**src/rtl/alu_arbiter_pkg.sv**
```systemverilog
// Shared definitions for the ALU arbiter: ALU control codes and default widths.
// Imported by the ALU, the round-robin picker and the arbiter top.
package alu_arbiter_pkg;

    localparam int DEFAULT_WIDTH  = 32;
    localparam int DEFAULT_CTRL_W = 4;
    localparam int DEFAULT_CNT_W  = 16;

    localparam logic [3:0] ALU_AND = 4'b0000;
    localparam logic [3:0] ALU_OR  = 4'b0001;
    localparam logic [3:0] ALU_ADD = 4'b0010;
    localparam logic [3:0] ALU_SUB = 4'b0110;
    localparam logic [3:0] ALU_SLT = 4'b0111;

    typedef enum logic {
        RR_REQ0 = 1'b0,
        RR_REQ1 = 1'b1
    } rr_sel_e;

endpackage

```
**src/rtl/alu.sv**
```systemverilog
// Combinational ALU: AND/OR/ADD/SUB/unsigned SLT with a zero flag.
// Unknown control codes yield a zero result.
module alu
    import alu_arbiter_pkg::*;
#(
    parameter int WIDTH  = DEFAULT_WIDTH,
    parameter int CTRL_W = DEFAULT_CTRL_W
) (
    input  logic [WIDTH-1:0]  a,
    input  logic [WIDTH-1:0]  b,
    input  logic [CTRL_W-1:0] ctrl,
    output logic [WIDTH-1:0]  result,
    output logic              zero
);

    localparam logic [CTRL_W-1:0] OP_AND = CTRL_W'(ALU_AND);
    localparam logic [CTRL_W-1:0] OP_OR  = CTRL_W'(ALU_OR);
    localparam logic [CTRL_W-1:0] OP_ADD = CTRL_W'(ALU_ADD);
    localparam logic [CTRL_W-1:0] OP_SUB = CTRL_W'(ALU_SUB);
    localparam logic [CTRL_W-1:0] OP_SLT = CTRL_W'(ALU_SLT);

    always_comb begin
        result = '0;
        case (ctrl)
            OP_AND:  result = a & b;
            OP_OR:   result = a | b;
            OP_ADD:  result = a + b;
            OP_SUB:  result = a - b;
            OP_SLT:  result = WIDTH'(a < b);
            default: result = '0;
        endcase
        zero = (result == '0);
    end

endmodule

```
**src/rtl/alu_rr_pick.sv**
```systemverilog
// Two-way round-robin picker: grants the sole eligible requester, or the one
// named by rr_ptr on contention, and hands priority to the loser afterwards.
module alu_rr_pick
    import alu_arbiter_pkg::*;
(
    input  logic elig_0,
    input  logic elig_1,
    input  logic rr_ptr,
    output logic grant_0,
    output logic grant_1,
    output logic rr_ptr_next
);

    always_comb begin
        grant_0     = elig_0 && (!elig_1 || (rr_ptr == RR_REQ0));
        grant_1     = elig_1 && (!elig_0 || (rr_ptr == RR_REQ1));
        rr_ptr_next = rr_ptr;
        if (grant_0) begin
            rr_ptr_next = RR_REQ1;
        end else if (grant_1) begin
            rr_ptr_next = RR_REQ0;
        end
    end

endmodule

```
**src/rtl/alu_arbiter.sv**
```systemverilog
// Shares one combinational ALU between the EX stage (req 0) and the
// address/branch unit (req 1), with registered per-requester response slots.
module alu_arbiter
    import alu_arbiter_pkg::*;
#(
    parameter int WIDTH  = DEFAULT_WIDTH,
    parameter int CTRL_W = DEFAULT_CTRL_W,
    parameter int CNT_W  = DEFAULT_CNT_W
) (
    input  logic              clk,
    input  logic              rst_n,

    input  logic              req0_valid,
    output logic              req0_ready,
    input  logic [WIDTH-1:0]  req0_a,
    input  logic [WIDTH-1:0]  req0_b,
    input  logic [CTRL_W-1:0] req0_ctrl,

    input  logic              req1_valid,
    output logic              req1_ready,
    input  logic [WIDTH-1:0]  req1_a,
    input  logic [WIDTH-1:0]  req1_b,
    input  logic [CTRL_W-1:0] req1_ctrl,

    output logic              rsp0_valid,
    input  logic              rsp0_ready,
    output logic [WIDTH-1:0]  rsp0_result,
    output logic              rsp0_zero,

    output logic              rsp1_valid,
    input  logic              rsp1_ready,
    output logic [WIDTH-1:0]  rsp1_result,
    output logic              rsp1_zero,

    output logic [CNT_W-1:0]  conflict_cnt
);

    logic              rsp0_valid_q, rsp0_valid_d;
    logic [WIDTH-1:0]  rsp0_result_q, rsp0_result_d;
    logic              rsp0_zero_q, rsp0_zero_d;
    logic              rsp1_valid_q, rsp1_valid_d;
    logic [WIDTH-1:0]  rsp1_result_q, rsp1_result_d;
    logic              rsp1_zero_q, rsp1_zero_d;
    logic [CNT_W-1:0]  conflict_cnt_q, conflict_cnt_d;
    logic              rr_ptr_q, rr_ptr_d;

    logic              elig_0, elig_1;
    logic              grant_0, grant_1;
    logic [WIDTH-1:0]  alu_a, alu_b, alu_result;
    logic [CTRL_W-1:0] alu_ctrl;
    logic              alu_zero;

    // A full slot is still eligible when it is being drained this cycle.
    assign elig_0 = req0_valid && (!rsp0_valid_q || rsp0_ready);
    assign elig_1 = req1_valid && (!rsp1_valid_q || rsp1_ready);

    alu_rr_pick u_pick (
        .elig_0      (elig_0),
        .elig_1      (elig_1),
        .rr_ptr      (rr_ptr_q),
        .grant_0     (grant_0),
        .grant_1     (grant_1),
        .rr_ptr_next (rr_ptr_d)
    );

    assign alu_a    = grant_1 ? req1_a    : req0_a;
    assign alu_b    = grant_1 ? req1_b    : req0_b;
    assign alu_ctrl = grant_1 ? req1_ctrl : req0_ctrl;

    alu #(
        .WIDTH  (WIDTH),
        .CTRL_W (CTRL_W)
    ) u_alu (
        .a      (alu_a),
        .b      (alu_b),
        .ctrl   (alu_ctrl),
        .result (alu_result),
        .zero   (alu_zero)
    );

    // A new grant wins over a same-cycle drain of the slot.
    always_comb begin
        rsp0_valid_d  = rsp0_valid_q && !rsp0_ready;
        rsp0_result_d = rsp0_result_q;
        rsp0_zero_d   = rsp0_zero_q;
        if (grant_0) begin
            rsp0_valid_d  = 1'b1;
            rsp0_result_d = alu_result;
            rsp0_zero_d   = alu_zero;
        end

        rsp1_valid_d  = rsp1_valid_q && !rsp1_ready;
        rsp1_result_d = rsp1_result_q;
        rsp1_zero_d   = rsp1_zero_q;
        if (grant_1) begin
            rsp1_valid_d  = 1'b1;
            rsp1_result_d = alu_result;
            rsp1_zero_d   = alu_zero;
        end

        conflict_cnt_d = conflict_cnt_q;
        if (elig_0 && elig_1 && (conflict_cnt_q != '1)) begin
            conflict_cnt_d = conflict_cnt_q + CNT_W'(1);
        end
    end

    always_ff @(posedge clk or negedge rst_n) begin
        if (!rst_n) begin
            rsp0_valid_q   <= 1'b0;
            rsp0_result_q  <= '0;
            rsp0_zero_q    <= 1'b0;
            rsp1_valid_q   <= 1'b0;
            rsp1_result_q  <= '0;
            rsp1_zero_q    <= 1'b0;
            conflict_cnt_q <= '0;
            rr_ptr_q       <= RR_REQ0;
        end else begin
            rsp0_valid_q   <= rsp0_valid_d;
            rsp0_result_q  <= rsp0_result_d;
            rsp0_zero_q    <= rsp0_zero_d;
            rsp1_valid_q   <= rsp1_valid_d;
            rsp1_result_q  <= rsp1_result_d;
            rsp1_zero_q    <= rsp1_zero_d;
            conflict_cnt_q <= conflict_cnt_d;
            rr_ptr_q       <= rr_ptr_d;
        end
    end

    assign req0_ready   = grant_0;
    assign req1_ready   = grant_1;
    assign rsp0_valid   = rsp0_valid_q;
    assign rsp0_result  = rsp0_result_q;
    assign rsp0_zero    = rsp0_zero_q;
    assign rsp1_valid   = rsp1_valid_q;
    assign rsp1_result  = rsp1_result_q;
    assign rsp1_zero    = rsp1_zero_q;
    assign conflict_cnt = conflict_cnt_q;

endmodule

```
**config.mk**
```make
export PLATFORM = sky130hd
export DESIGN_NAME = alu_arbiter
export DESIGN_NICKNAME = d
export VERILOG_FILES = /design/src/rtl/alu_arbiter_pkg.sv /design/src/rtl/alu.sv /design/src/rtl/alu_rr_pick.sv /design/src/rtl/alu_arbiter.sv
export SDC_FILE = /design/constraint.sdc
export NUM_CORES = 1
export LEC_CHECK = 0
export ABC_CLOCK_PERIOD_IN_PS = 6700
export BUFFER_PORTS_ARGS = -buffer_cell sky130_fd_sc_hd__buf_2
export CAP_MARGIN = 25
export CORE_ASPECT_RATIO = 1.2
export CORE_UTILIZATION = 55
export DETAILED_ROUTE_END_ITERATION = 8
export PLACE_DENSITY_LB_ADDON = 0.3
export SLEW_MARGIN = 20
export SYNTH_ARGS = -nofsm -noshare
export SYNTH_HDL_FRONTEND = slang
export SYNTH_SLANG_ARGS = --single-unit
export TNS_END_PERCENT = 10
```
**constraint.sdc**
```tcl
create_clock -name clk -period 6.7 [get_ports clk]
set_input_delay 0.335 -clock clk [delete_from_list [all_inputs] [get_ports clk]]
set_output_delay 0.335 -clock clk [all_outputs]
set_load 0.1 [all_outputs]
```
# After elaboration in Yosys (flattened, before gate mapping)
# Index checks and enable logic that the tools add are counted.
[totals]
regBits = 85
latchBits = 0
ram_bits = 0
romBits = 0
inputBits = 142
output_inout_bits = 86
n_memories = 0
[classes]
add_sub_neg = 3
multipliers = 0
div = 0
order_cmp = 1
n_eq_ne = 5
shifts = 0
muxes = 8
n_bitwise = 3
reduce_logical = 21
[op_table]
columns = ["op", "n"]
rows = [
  ["32-bit case mux with 5 select lines", 1],
  ["32-bit 2-to-1 mux", 2],
  ["32-bit adder", 1],
  ["32-bit bitwise AND", 1],
  ["32-bit zero test", 1],
  ["32-bit less-than comparator", 1],
  ["32-bit bitwise OR", 1],
  ["32-bit subtractor", 1],
  ["16-bit by 1-bit adder with 16-bit output (second input constant)", 1],
  ["16-bit != test (second input constant)", 1],
  ["4-bit by 3-bit equality test with 1-bit output (second input constant)", 2],
  ["1-bit logical AND", 8],
  ["1-bit zero test", 6],
  ["4-bit by 1-bit equality test with 1-bit output (second input constant)", 1],
  ["4-bit by 2-bit equality test with 1-bit output (second input constant)", 1],
  ["4-bit zero test", 1],
  ["1-bit logical OR", 4],
  ["1-bit 2-to-1 mux", 4],
  ["4-bit 2-to-1 mux", 1],
  ["2-bit nonzero test", 1],
  ["1-bit NOT", 1],
]

# Logic depth before layout (Yosys ltp)
# Gate-level depths: netlist of the first run.
[logic_depth]
ltp_word = 10
ltp_mapped = 23
depth_no_buf = 19

# By module
# From an unflattened synthesis of the first run, not the netlist that was laid out.
[unflattened]
cells_unflattened = 1119
area_unflattened_um2 = 9530.4
[modules_own_cells]
columns = ["module", "instances", "cells_each", "area_each_um2"]
rows = [
  ["alu", 1, 828, 5393.9],
  ["alu_arbiter", 1, 286, 4107.7],
  ["alu_rr_pick", 1, 5, 28.8],
]

# Least setup slack after synthesis of the first run
# No wires, ideal clock.
[synth_path]
path_type = "reg-to-reg"
startpoint = "register rsp1_valid_q, in the netlist rsp1_valid"
endpoint = "register rsp0_zero_q, in the netlist rsp0_zero"
setup_ns = 0.079
arrival_time_ns = 5.929
required_time_ns = 6.621
slack_ns = 0.692
path_stages_with_launch = 23
n_path_buf = 5
path_cell_list = "dfrtp_1 > nor2b_1 > a211o_4 > buf_6 > buf_2 > clkbuf_1 > clkbuf_1 > mux2i_1 > ha_1 > inv_1 > fa_1 > nor2b_1 > o311ai_1 > a21oi_1 > o21ba_1 > buf_6 > a41o_1 > a211o_1 > mux2i_1 > nor3_1 > nand4_1 > or4_1 > o21ai_1"
[synth_between]
elab_chain_len = 8
word_cells_on_any_way = 22
[synth_rtl]
columns = ["item", "line_no", "source"]
rows = [
  ["start, declared", "alu_arbiter.sv:41", "logic rsp1_valid_q, rsp1_valid_d;"],
  ["start signal, assigned", "alu_arbiter.sv:121", "rsp1_valid_q <= rsp1_valid_d;"],
  ["1-bit zero test *", "alu_arbiter.sv:55", "assign elig_1 = req1_valid && (!rsp1_valid_q || rsp1_ready);"],
  ["1-bit logical OR *", "alu_arbiter.sv:55", ""],
  ["1-bit logical AND *", "alu_arbiter.sv:55", ""],
  ["1-bit logical AND", "alu_rr_pick.sv:16", "grant_1 = elig_1 && (!elig_0 || (rr_ptr == RR_REQ1));"],
  ["32-bit 2-to-1 mux, or another cell as far along", "alu_arbiter.sv:66", "assign alu_a = grant_1 ? req1_a : req0_a;"],
  ["32-bit subtractor, or another cell as far along", "alu.sv:28", "OP_SUB: result = a - b;"],
  ["32-bit case mux with 5 select lines", "alu.sv:24", "case (ctrl)"],
  ["32-bit zero test", "alu.sv:32", "zero = (result == '0);"],
  ["end signal, assigned", "alu_arbiter.sv:120", "rsp0_zero_q <= rsp0_zero_d;"],
  ["end, declared", "alu_arbiter.sv:40", "logic rsp0_zero_q, rsp0_zero_d;"],
]
# Mark *: on every way between the ends. The rest lies on a longest branch, timed or not.
# A chain may end at the register's enable or synchronous reset.

# Worst setup path in the final report of the first run
[layout_path]
startpoint = "register rr_ptr_q"
endpoint = "register rsp0_zero_q, in the netlist rsp0_zero"
[layout_between]
elab_chain_len = 6
word_cells_on_any_way = 20
[layout_rtl]
columns = ["item", "line_no", "source"]
rows = [
  ["start, declared", "alu_arbiter.sv:45", "logic rr_ptr_q, rr_ptr_d;"],
  ["start signal, assigned", "alu_arbiter.sv:125", "rr_ptr_q <= rr_ptr_d;"],
  ["1-bit logical OR", "alu_rr_pick.sv:16", ""],
  ["1-bit logical AND", "alu_rr_pick.sv:16", ""],
  ["32-bit 2-to-1 mux, or another cell as far along", "alu_arbiter.sv:66", ""],
  ["32-bit subtractor, or another cell as far along", "alu.sv:28", ""],
  ["32-bit case mux with 5 select lines", "alu.sv:24", ""],
  ["32-bit zero test", "alu.sv:32", ""],
]
# Parallel ways exist; a longest one is shown, timed or not.

==> results of run 1 <==
## logic make-up (layout without fill, tap and decap cells)
| group | count (synthesis) | after routing | share of synthesized area, % |
|---|---|---|---|
| and+or+nand+nor | 536 | 536 | 24.16 |
| adders and majority gates | 111 | 111 | 14.53 |
| muxes | 32 | 32 | 3.484 |
| xor gates and xnor gates | 45 | 45 | 4.095 |
| buffers and inverters | 162 | 352 | 6.721 |
| DFF | 85 | 85 | 22.10 |
| AOI/OAI and AO/OA | 358 | 358 | 24.91 |
| other | 0 | 1 | 0 |
## worst max path at each step
| stage | end | slack (ns) | cells after the start |
|---|---|---|---|
| floorplan | rsp0_zero$_DFFE_PN0P_ | 0.69 | 22 |
| global placement | rsp0_zero$_DFFE_PN0P_ | 1.29 | 17 |
| detailed placement | rsp0_zero$_DFFE_PN0P_ | 1.17 | 17 |
| CTS | rsp0_zero$_DFFE_PN0P_ | 1.19 | 16 |
| global route | rsp0_zero$_DFFE_PN0P_ | 0.85 | 16 |
| finish | rsp0_zero$_DFFE_PN0P_ | 1.10 | 16 |
## routing by layer
metal	wire, um	vias up	part of all wire (%)
li1	-	4999	-
met1	13630	4947	42
met2	15770	442	48
met3	2335	58	7.2
met4	813	0	2.5
met5	0	-	0
## report_power, final
group          leakage (nW)  total (mW)  internal [mW]  switching [mW]
logic                  4.56        2.65          0.645            2.00
registers              1.13       0.729          0.641          0.0880
clock network         0.145       0.481          0.286           0.194
## flip-flops by register name, summed over array words and instances, names as in the netlist
name and cells:
rsp0_result 32, rsp1_result 32, conflict_cnt 16, rr_ptr_q 1, rsp0_valid 1, rsp0_zero 1, rsp1_valid 1, rsp1_zero 1
## area by class of cell
type                    instances  area (sq um)
diodes                          1         2.502
clock buffers                   9         225.2
clock inverters                 6         62.56
fillers                      1544          5803
inverters                     100         375.4
multi-input cells            1082          6868
flip-flops and latches         85          2127
well taps                     216         270.3
repair buffers                237          1247
## through the flow
step | hold slack, ns | area [sq um] | instances | util, % | power [mW]
final | 0.04102 | 11180 | 1736 | 65.83 | 3.859
after global routing | 0.1009 | 11180 | 1736 | 65.83 | 4.079
after CTS | 0.2155 | 11160 | 1734 | 65.72 | 3.834
after detailed placement | 0.4645 | 10870 | 1719 | 64.02 | 3.344
after global placement | 0.4571 | 10870 | 1719 | 64.02 | 3.328
after floorplan | 0.03941 | 9624 | 1329 | - | 2.776
## cell usage in the layout (no fill, tap or decap), types with 7 or more instances in the layout
cell and count:
nand2b_1 11, o21ai_1 7, a21o_1 11, inv_1 98, o21ai_0 107, dfrtp_1 85
o221ai_1 7, a31oi_1 7, mux2i_1 24, ha_1 107, o22ai_1 7, a221oi_1 7
xnor2_1 33, nor2b_1 14, nand4_1 18, buf_4 7, buf_2 226, nor3_1 22
xor2_1 12, o21bai_1 8, nor2_1 87, nand3_1 19, o211ai_1 15, nand2_1 321
a211oi_1 13, clkbuf_16 9, and3_1 7, a21oi_1 77, o31ai_1 7
## worst register-to-register path: stages, from the launching register on
cell and delay, ns:
dfrtp_1 0.41, nor2b_1 0.20, a211o_4 0.28, buf_12 0.37
mux2i_1 0.38, inv_1 0.16, fa_1 0.43, a21o_1 0.22
a221oi_2 0.59, o22ai_2 0.25, nor2_1 0.30, o31ai_2 0.10
xnor2_1 0.16, a222oi_1 0.76, nand4_1 0.18, or4_1 0.56
o21ai_1 0.16
==> results.md, run 1 <==
- The DRC marker count from the first detailed-route iteration is 791.
- The capturing point of the worst reg2reg path is rsp0_zero$_DFFE_PN0P_.
- The top cell type by area accounts for 22.10% of the synthesized area.
- The combined buffer and inverter count along the critical path is 2.
- The maximum level of the CTS H-tree is 3.
- The startpoint of the worst setup timing path is rr_ptr_q$_DFFE_PN0P_.
- TritonCTS built the clock tree.
- The layout cell share with drive strength beyond 1 is 19.29%.
- The final count of pins violating max slew is 0.
- In this run, post-CTS hold repair placed 0 buffers.
- The total CTS buffers is 9.
- The clock arrives with 0.007245 ns of skew.
- Global routing consumed, on the met2 layer, 62.89% of the routing resources.
- The count of flip-flops with a built-in enable after synthesis is 0.
- Max-cap violations in this run came to 0.
- Across all layers, the routed design uses 10446 vias.
- The cell area power density is 345.3 nW/um^2.
- By count the netlist is led by nand2_1 (321), ha_1 (107), o21ai_0 (107), inv_1 (98), nor2_1 (87).
- The async set-reset flop share out of synthesis is 100.0%.
- In the synthesized netlist the dominant register cell turns out to be dfrtp_1.
- The number of cells on the worst reg-to-reg path is 16.
- The arrival time reported for the critical path endpoint is 5.85 ns.
- The classification of the worst setup path is reg -> reg.
- The post-synthesis register bit count is 85.
- The DRC violation count after routing is 0.
- The starting density of the core is 56.68%.
- The vertical extent of the die is 146.9 um.
- The setup-violating endpoint count in the final report is 0.
- Yosys instantiated no cell more often than nand2_1.
- The sum of negative setup slack is 0 ns.
- The cell count after synthesis came out at 1329.
- CTS placed an instance of clkbuf_16 at the clock tree root.
- The setup slack after layout is 1.103 ns.
- The mean post-synth cell area is 7.242 sq um.
- At the end of routability-driven placement, the weighted congestion stood at 0.9577.
- The floorplan step defined a die boundary enclosing 18030 sq um.
- For the pin with the worst max-slew slack, the measured transition is 0.8929 ns.
- The clock passes through at most 2 buffers.
- Traced cell by cell, the critical path runs through nor2b_1, a211o_4, buf_12, mux2i_1, inv_1, fa_1, a21o_1, a221oi_2, o22ai_2, nor2_1, o31ai_2, xnor2_1, a222oi_1, nand4_1, or4_1, o21ai_1.
- The total routed wirelength is 32550 um.
- The highest fanout seen on the critical path is 92.
- The slowest cell on the critical path is a222oi_1.
- In the global route stage, met1 resource usage came out at 45.93%.
- The total global routing overflow is 0.
- The site row count is 52.
- Port buffering added 227 buffers.
- The relative max-transition margin is 40.47%.
- Yosys mapped the design onto 95 distinct sky130hd cell types.
- STA puts the critical path data required time at 6.96 ns.
- STA classifies the critical path endpoint as a flop.
- The number of antenna-violating nets in the routed design is 0.
- The worst flop-to-flop path startpoint is rr_ptr_q$_DFFE_PN0P_.
- The vias per cell is 6.017.
- Summed over all cells, the static leakage comes to 5.836 nW.
- The layout net count is 1766.
- Entering global routing, the biggest net connects 93 pins.
- The total of warnings raised by yosys is 0.
- The number of gates given a new drive strength after cts is 0.
- The final hold violation count was 0.
- The first global-routing pass estimated 50870 um of wire.
- The width of the die is 122.8 um.
- The number of global-route vias before repair is 9908.
- For this run, global-route usage on met3 was measured as 3.804%.
- The insertion delay to the later sink of the worst-skew pair is 0.34 ns.
- The detailed-placement wirelength estimate is 25570 um.
- The clock-pin slew on the worst setup and hold paths is 0.06 ns.
- Timing would allow up to 178.7 MHz.
- Setup slack on the worst reg-to-reg path comes out at 1.10 ns.
- The number of antenna violations at the first check in global routing is 1.
- The number of sinks on the clock net is 85.
- Dividing the detail-routed wire length by the instance count gives 18.75 um.
- Summing the sequential cell areas from Yosys gives 22.10% of the chip area.
- met2 is the most crowded layer.
- The area growth from synthesis to layout is 16.15%.
- The total I/O pin count is 228.
- For this run, the detailed router's first-pass iteration total came to 5.
- The floorplan core area is 16980 sq um.
- The run finished with clean final reports.
- Prior to clock tree synthesis, the placed netlist has a worst setup slack of 1.175 ns.
- The largest incremental delay on the critical path is 0.76 ns.
- After clock tree synthesis, the setup repair step added 0 buffers.
- When the netlist entered floorplanning its net count stood at 1580.
- The synthesized design spends more area on one cell type than any other, namely dfrtp_1.
- The fraction of the cycle the final worst path needs is 83.53%.
- The worst-case IR drop observed on VDD is 0.0002917 V.
- STA classifies the critical path startpoint as a flop.
- Setup repair after global routing left no endpoint under its margin.
- The path class of the tightest hold or removal check is in -> async.
- The cell type group with the largest total delay on the critical path is compound AO/OA/AOI/OAI gates.
- The final critical delay including setup and external delays is 5.597 ns.
- Global routing consumed, over all layers together, 36.10% of the routing resources.
- The cell area that synthesis handed to floorplanning was 9624 sq um.
- Yosys attributes the largest share of cell area to dfrtp_1 (22%), ha_1 (14%), nand2_1 (13%).
Note: power is estimated with default switching activity, not from simulation.
==> run 2: changes to the inputs <==
- ABC_CLOCK_PERIOD_IN_PS: 6700 -> 5700
- clock period: 6.7 -> 5.7 ns (I/O delays scaled with it)
==> results.md, run 2 (synthesis results as in run 1) <==
- The combined buffer and inverter count along the critical path is 3 (+1).
- The maximum number of buffers from clock root to sink came to 2 (unchanged).
- The worst slack at placement is 0.4472 ns (-0.7276 ns).
- The arrival time reported for the critical path endpoint was 5.60 ns (-0.25 ns).
- The sort of element at the end of the critical path is a flop.
- The final count of pins violating max slew came to 0 (unchanged).
- The worst hold path belongs to the class in -> reg.
- The peak supply drop is 0.0002523 V (-14%).
- The setup-violating endpoint count in the final report was 0 (unchanged).
- The total CTS buffers is 9 (unchanged).
- The worst setup path is launched from a flop.
- The fmax is 187.2 MHz (+4.7%).
- The critical path data required time came to 5.96 ns (-1.00 ns).
- The vias per cell is 6.047 (+0.50%).
- The post-layout instance count excluding filler cells is 1755 (+1.1%).
- The maximum level of the CTS H-tree is 3 (unchanged).
- The number of max-cap violations is 0 (unchanged).
- The final hold violation count was 0 (unchanged).
- The CTS tree is yes.
- The relative contribution of sequential cells to total power is 18.9% (about the same).
- The total internal power is 1.841 mW (+17%).
- The number of buffer cells added on primary ports is 227 (unchanged).
- The transition time at the pin with the least slew margin was 0.9389 ns (+0.04597 ns).
- The flow ran to the end, and the final reports show no timing, DRC or antenna violations.
- The detailed-routing iteration count for the pre-antenna-repair pass is 7 (+2).
- The share of power burned in the clock network is 11.8% (-0.7 points).
- The most common cell after layout, fill and taps aside is nand2_1.
- The portion of total power attributed to combinational logic came to 69.3% (+0.6 points).
- The number of global-route vias before repair is 9847 (-0.62%).
- The number of diodes is 0 (-1).
- Broken down by cell family, the worst path's largest delay share belongs to compound AO/OA/AOI/OAI gates.
- The vias after detailed routing is 10613 (+1.6%).
- The global-route wire length before repair is 50140 um (-1.5%).
- The total I/O pin count came to 228 (unchanged).
- The largest incremental delay on the critical path is 0.63 ns (-0.13 ns).
- The site row count was 52 (unchanged).
- The post-CTS repair timing setup buffer count is 0 (unchanged).
- The layout net count is 1785 (+1.1%).
- The post-detailed-placement cell area is 11000 sq um (+1.1%).
- The width of the die came to 122.8 um (unchanged).
- The layout cell share with drive strength beyond 1 is 20.40% (+1.1 points).
- The total global routing overflow is 0 (unchanged).
- Setup repair after global routing left no endpoint under its margin.
- The switching power is 2.697 mW (+18%).
- The average detailed-routed wire length per instance was 18.66 um (-0.46%).
- The sum of negative setup slack is 0 ns (unchanged).
- The starting density of the core is 56.68% (unchanged).
- The total routed wirelength is 32750 um (+0.63%).
- The instance count after placement with tap cells included is 1738 (+1.1%).
- The fraction of the cycle the final worst path needs is 93.74% (+10 points).
- The post-route core utilization came to 66.46% (+0.63 points).
- The clock root buffer is clkbuf_16.
- The overall power is 4.538 mW (+18%).
- The floorplan core area is 16980 sq um (unchanged).
- The area added between synthesis and finish is 17.26%.
- The number of antenna violations at the first check in global routing is 1 (unchanged).
- The leakage dissipation was 5.880 nW (+0.75%).
- The die outline area came to 18030 sq um (unchanged).
- The classification of the worst setup path is reg -> reg.
- The highest fanout seen on the critical path is 50 (-46%).
- The DRC marker count from the first detailed-route iteration came to 797 (+0.76%).
- The signal on the critical path passes through nor2b_1, a211o_4, buf_12, mux2i_1, inv_1, ha_1, o21ai_0, a211oi_1, nand3_1, a2111oi_0, buf_4, o2111ai_1, a31oi_1, o311a_1, a31oi_1, a21oi_1, nand4_1, o21ai_1.
- The setup slack after layout is 0.3568 ns (-0.7467 ns).
- The number of sinks on the clock net is 85 (unchanged).
- The insertion delay to the later sink of the worst-skew pair is 0.34 ns (about the same).
- The final critical delay including setup and external delays is 5.343 ns (-0.2533 ns).
- The final weighted congestion in routability-driven placement is 0.9680 (+1.1%).
- The detailed-placement wirelength estimate came to 26350 um (+3.0%).
- The worst clock skew on the final layout was 0.004983 ns (-0.002261 ns).
- The cell area power density came to 402.1 nW/um^2 (+16%).
- The slowest cell on the critical path is a2111oi_0.
- The number of antenna-violating nets in the routed design is 0 (unchanged).
- The overall routing resource usage is 35.85% (-0.25 points).
- The switching share of power came to 59.43% (+0.17 points).
- The DRC violation count after routing is 0 (unchanged).
- In this design, the critical path's most frequently occurring cell is a31oi_1.
- The clock-pin slew on the worst setup and hold paths came to 0.06 ns (about the same).
- The relative max-transition margin was 37.41% (-3.1 points).
- The worst hold slack is 0.2779 ns (+0.2369 ns).
- The top cell types in the final layout, fill and taps aside, are nand2_1 (321), buf_2 (226), o21ai_0 (107), ha_1 (107), inv_1 (98).
- The maximum number of pins on one net before global-route repair came to 77 (-17%).
- The area of all placed cells without fillers is 11290 sq um (+0.96%).
- The vertical extent of the die is 146.9 um (unchanged).
==> run 2: cell count changes in the layout (fill, tap and decap cells not counted), sizes merged <==
cell	delta
buf	+19
bufinv	-1
clkbuf	+2
clkinv	-2
clkinvlp	+3
diode	-1
dlygate4sd3	+1
dlymetal6s2s	-1
inv	-1
==> run 2: final cells by class <==
class | count | area (sq um)
clock buffers | 11 | 242.7
clock inverters | 5 | 36.28
fillers | 1504 | 5695
inverters | 100 | 375.4
multi-input cells | 1082 | 6860
flip-flops and latches | 85 | 2130
well taps | 216 | 270.3
repair buffers | 256 | 1371
==> run 2: worst reg2reg max path, delay by kind of cell (launching register included) <==
kind	cells	cell delay [ns]
buffers and inverters	3	0.63
and+or+nand+nor	3	0.53
DFF	1	0.41
adders and majority gates	1	0.48
muxes	1	0.33
AOI/OAI and AO/OA	10	2.90
==> run 2: path summary, 6_finish.rpt <==
kind	from	endpoint	slack [ns]	depth (start not counted)
setup / recovery	rr_ptr_q$_DFFE_PN0P_	rsp1_zero$_DFFE_PN0N_	0.36	18
hold / removal	rsp0_ready	rsp0_valid$_DFF_PN0_	0.28	3
setup reg to reg	rr_ptr_q$_DFFE_PN0P_	rsp1_zero$_DFFE_PN0N_	0.36	18
hold reg to reg	rsp0_result[8]$_DFFE_PN0P_	rsp0_result[8]$_DFFE_PN0P_	0.47	2
max in group asynchronous	rst_n	rsp0_valid$_DFF_PN0_	4.19	3
min in group asynchronous	rst_n	conflict_cnt[10]$_DFFE_PN0P_	0.31	2
==> run 2: timing repair <==
action                                  CTS  global route
endpoints found under the setup margin    0             2
gates resized for setup                   0             1
hold buffers                              1             0
hold endpoints to repair                  9             0
==> run 2: power by group through the flow <==
stage / Clock [mW] / Sequential, mW / Combinational, mW
after floorplan: 0 / 1.94 / 1.33
after global placement: 0 / 0.856 / 3.08
after detailed placement: 0 / 0.864 / 3.10
after CTS: 0.539 / 0.856 / 3.11
after global routing: 0.563 / 0.872 / 3.35
final: 0.537 / 0.857 / 3.14
==> run 2: metal layers <==
metal,routed length [um],track usage [%],vias to the layer above
met3,2663,3.649,96
li1,-,-,5033
met5,0,0,-
met1,13420,45.68,4961
met2,15590,62.05,523
met4,1083,12.68,0
==> run 3: changes to the inputs <==
- CELL_PAD_IN_SITES_DETAIL_PLACEMENT: default -> 1
- CELL_PAD_IN_SITES_GLOBAL_PLACEMENT: default -> 2
- CORE_UTILIZATION: 55 -> 31
==> results.md, run 3 (synthesis results as in run 1) <==
- The total routed wirelength came to 37200 um (+14%).
- The maximum level of the CTS H-tree was 3 (unchanged).
- The global-route wire length before repair is 58880 um (+17%).
- The worst hold slack is 0.2618 ns (-0.01609 ns).
- The total global routing overflow is 0 (unchanged).
- The number of buffer cells added on primary ports came to 227 (unchanged).
- The fraction of the cycle the final worst path needs is 94.49% (+0.75 points).
- The post-detailed-placement cell area is 11280 sq um (+2.6%).
- The number of sinks on the clock net is 85 (unchanged).
- The vias after detailed routing is 10338 (-2.6%).
- The floorplan core area is 30480 sq um (+79%).
- The number of global-route vias before repair came to 10657 (+8.2%).
- The depth of the worst register-to-register path is 17 (-1).
- The worst slack at placement is 0.2262 ns (-0.2210 ns).
- The DRC marker count from the first detailed-route iteration is 505 (-37%).
- In the layout the commonest cells are nand2_1 (321), buf_2 (226), o21ai_0 (107), ha_1 (107), inv_1 (98).
- The clock-pin slew on the worst setup and hold paths is 0.06 ns (about the same).
- The final weighted congestion in routability-driven placement was 0.9098 (-6.0%).
- The layout net count is 1792 (+0.39%).
- The post-layout instance count excluding filler cells is 1942 (+11%).
- The post-CTS repair timing setup buffer count is 0 (unchanged).
- The transition time at the pin with the least slew margin is 0.9846 ns (+0.04573 ns).
- The post-route core utilization is 38.07% (-28 points).
- The site row count was 70 (+35%).
- Clock tree synthesis selected as its root buffer the cell clkbuf_16.
- The run finished with clean final reports.
- The startpoint of the worst setup timing path is rr_ptr_q$_DFFE_PN0P_.
- The overall routing resource usage was 23.48% (-12 points).
- The setup slack after layout is 0.3138 ns (-0.04294 ns).
- The endpoint identified for the worst register-to-register timing path is rsp0_zero$_DFFE_PN0P_.
- The final count of pins violating max slew is 0 (unchanged).
- The DRC violation count after routing was 0 (unchanged).
- The highest fanout seen on the critical path came to 27 (-46%).
- The number of antenna-violating nets in the routed design is 0 (unchanged).
- The instance count after placement with tap cells included was 1925 (+11%).
- The CTS tree is yes.
- Setup repair after global routing left no endpoint under its margin.
- The peak supply drop was 0.0004308 V (+71%).
- The number of antenna violations at the first check in global routing is 2 (+1).
- The maximum number of pins on one net before global-route repair is 82 (+6.5%).
- The detailed-placement wirelength estimate is 30670 um (+16%).
- The detailed-routing iteration count for the pre-antenna-repair pass came to 5 (-2).
- The insertion delay to the later sink of the worst-skew pair came to 0.34 ns (about the same).
- The startpoint class of the critical path is a flop.
- The final hold violation count was 0 (unchanged).
- The starting density of the core is 31.58% (-25 points).
- The critical path data required time is 5.96 ns (about the same).
- The relative max-transition margin was 33.06% (-4.3 points).
- The die outline area is 31760 sq um (+76%).
- The classification of the worst setup path is reg -> reg.
- The most common cell after layout, fill and taps aside is nand2_1.
- The worst register-to-register path begins at rr_ptr_q$_DFFE_PN0P_.
- The slack of the worst reg-to-reg path came to 0.31 ns (-0.04 ns).
- The area of all placed cells without fillers is 11600 sq um (+2.8%).
- The width of the die is 162.8 um (+33%).
- In this run the worst hold path is classified as in -> reg.
- The critical path ends at rsp0_zero$_DFFE_PN0P_.
- The number of diodes is 0 (unchanged).
- The average detailed-routed wire length per instance is 19.16 um (+2.6%).
- The layout cell share with drive strength beyond 1 was 20.89% (+0.49 points).
- The arrival time reported for the critical path endpoint was 5.64 ns (+0.04 ns).
- The total I/O pin count is 228 (unchanged).
- The final critical delay including setup and external delays came to 5.386 ns (+0.04294 ns).
- The total CTS buffers is 9 (unchanged).
- The worst clock skew on the final layout is 0.006626 ns (+0.001642 ns).
- The area added between synthesis and finish is 20.57%.
- The vertical extent of the die is 195.0 um (+33%).
- The vias per cell is 5.323 (-12%).
- The overall power is 4.641 mW (+2.3%).
- The maximum number of buffers from clock root to sink is 2 (unchanged).
- The worst setup path is captured at a flop.
- The number of max-cap violations is 0 (unchanged).
- The number of inserted filler cells in the final layout came to 3915 (+160%).
- The cell area power density is 400.0 nW/um^2 (-0.53%).
- The sum of negative setup slack came to 0 ns (unchanged).
- The fmax was 185.7 MHz (-0.80%).
- The leakage dissipation is 5.928 nW (+0.83%).
- The setup-violating endpoint count in the final report was 0 (unchanged).
-- run 3: worst min-delay path by stage --
stage                     startpoint                            to  cells after the start
after CTS                 rsp0_ready          rsp0_valid$_DFF_PN0_                      3
final                     rsp0_ready          rsp0_valid$_DFF_PN0_                      3
after detailed placement       rst_n  conflict_cnt[10]$_DFFE_PN0P_                      1
after global routing      rsp0_ready          rsp0_valid$_DFF_PN0_                      3
after global placement         rst_n  conflict_cnt[10]$_DFFE_PN0P_                      1
after floorplan                rst_n   conflict_cnt[0]$_DFFE_PN0P_                      0
-- run 3: where the power goes --
part / switching, mW / internal [mW]
logic: 2.41 / 0.796
clock network: 0.234 / 0.352
registers: 0.0988 / 0.754
total: 2.74 / 1.90
-- run 3: timing repair --
action                                  in CTS  in global routing
endpoints found under the setup margin       0                  3
gates resized for setup                      0                  2
endpoints found under the hold margin        4                  0
hold buffers                                 1                  0
-- run 3: critical path, cell delays in order (launching register included) --
cell and delay (ns):
dfrtp_1 0.40, nor2b_1 0.22, a211o_4 0.45, mux2i_1 0.34, ha_1 0.24, inv_1 0.07, fa_1 0.47, nor2b_1 0.17
o311ai_1 0.35, a21oi_1 0.28, nor2b_1 0.21, xnor2_1 0.09, a221oi_1 0.59, and4_1 0.30, and4_1 0.22, nand4_1 0.14
or4_1 0.57, o21ai_1 0.17
-- run 3: area by class of cell --
| type | instances | area, sq um | area share [%] |
|---|---|---|---|
| Clock inverter | 5 | 60.06 | 0.5176 |
| Tap cell | 396 | 495.5 | 4.270 |
| Clock buffer | 11 | 242.7 | 2.092 |
| Sequential cell | 85 | 2130 | 18.35 |
| Timing Repair Buffer | 263 | 1415 | 12.20 |
| Inverter | 100 | 375.4 | 3.235 |
| Multi-Input combinational cell | 1082 | 6885 | 59.34 |
-- run 3: metal layers --
layer	routed length, um	vias up	GRT usage (%)	share of wire, %
li1	-	5045	-	-
met1	17660	4999	32.17	47
met2	17640	256	40.02	47
met3	1435	34	1.763	3.9
met4	431	4	4.915	1.2
met5	29	-	0	0.078
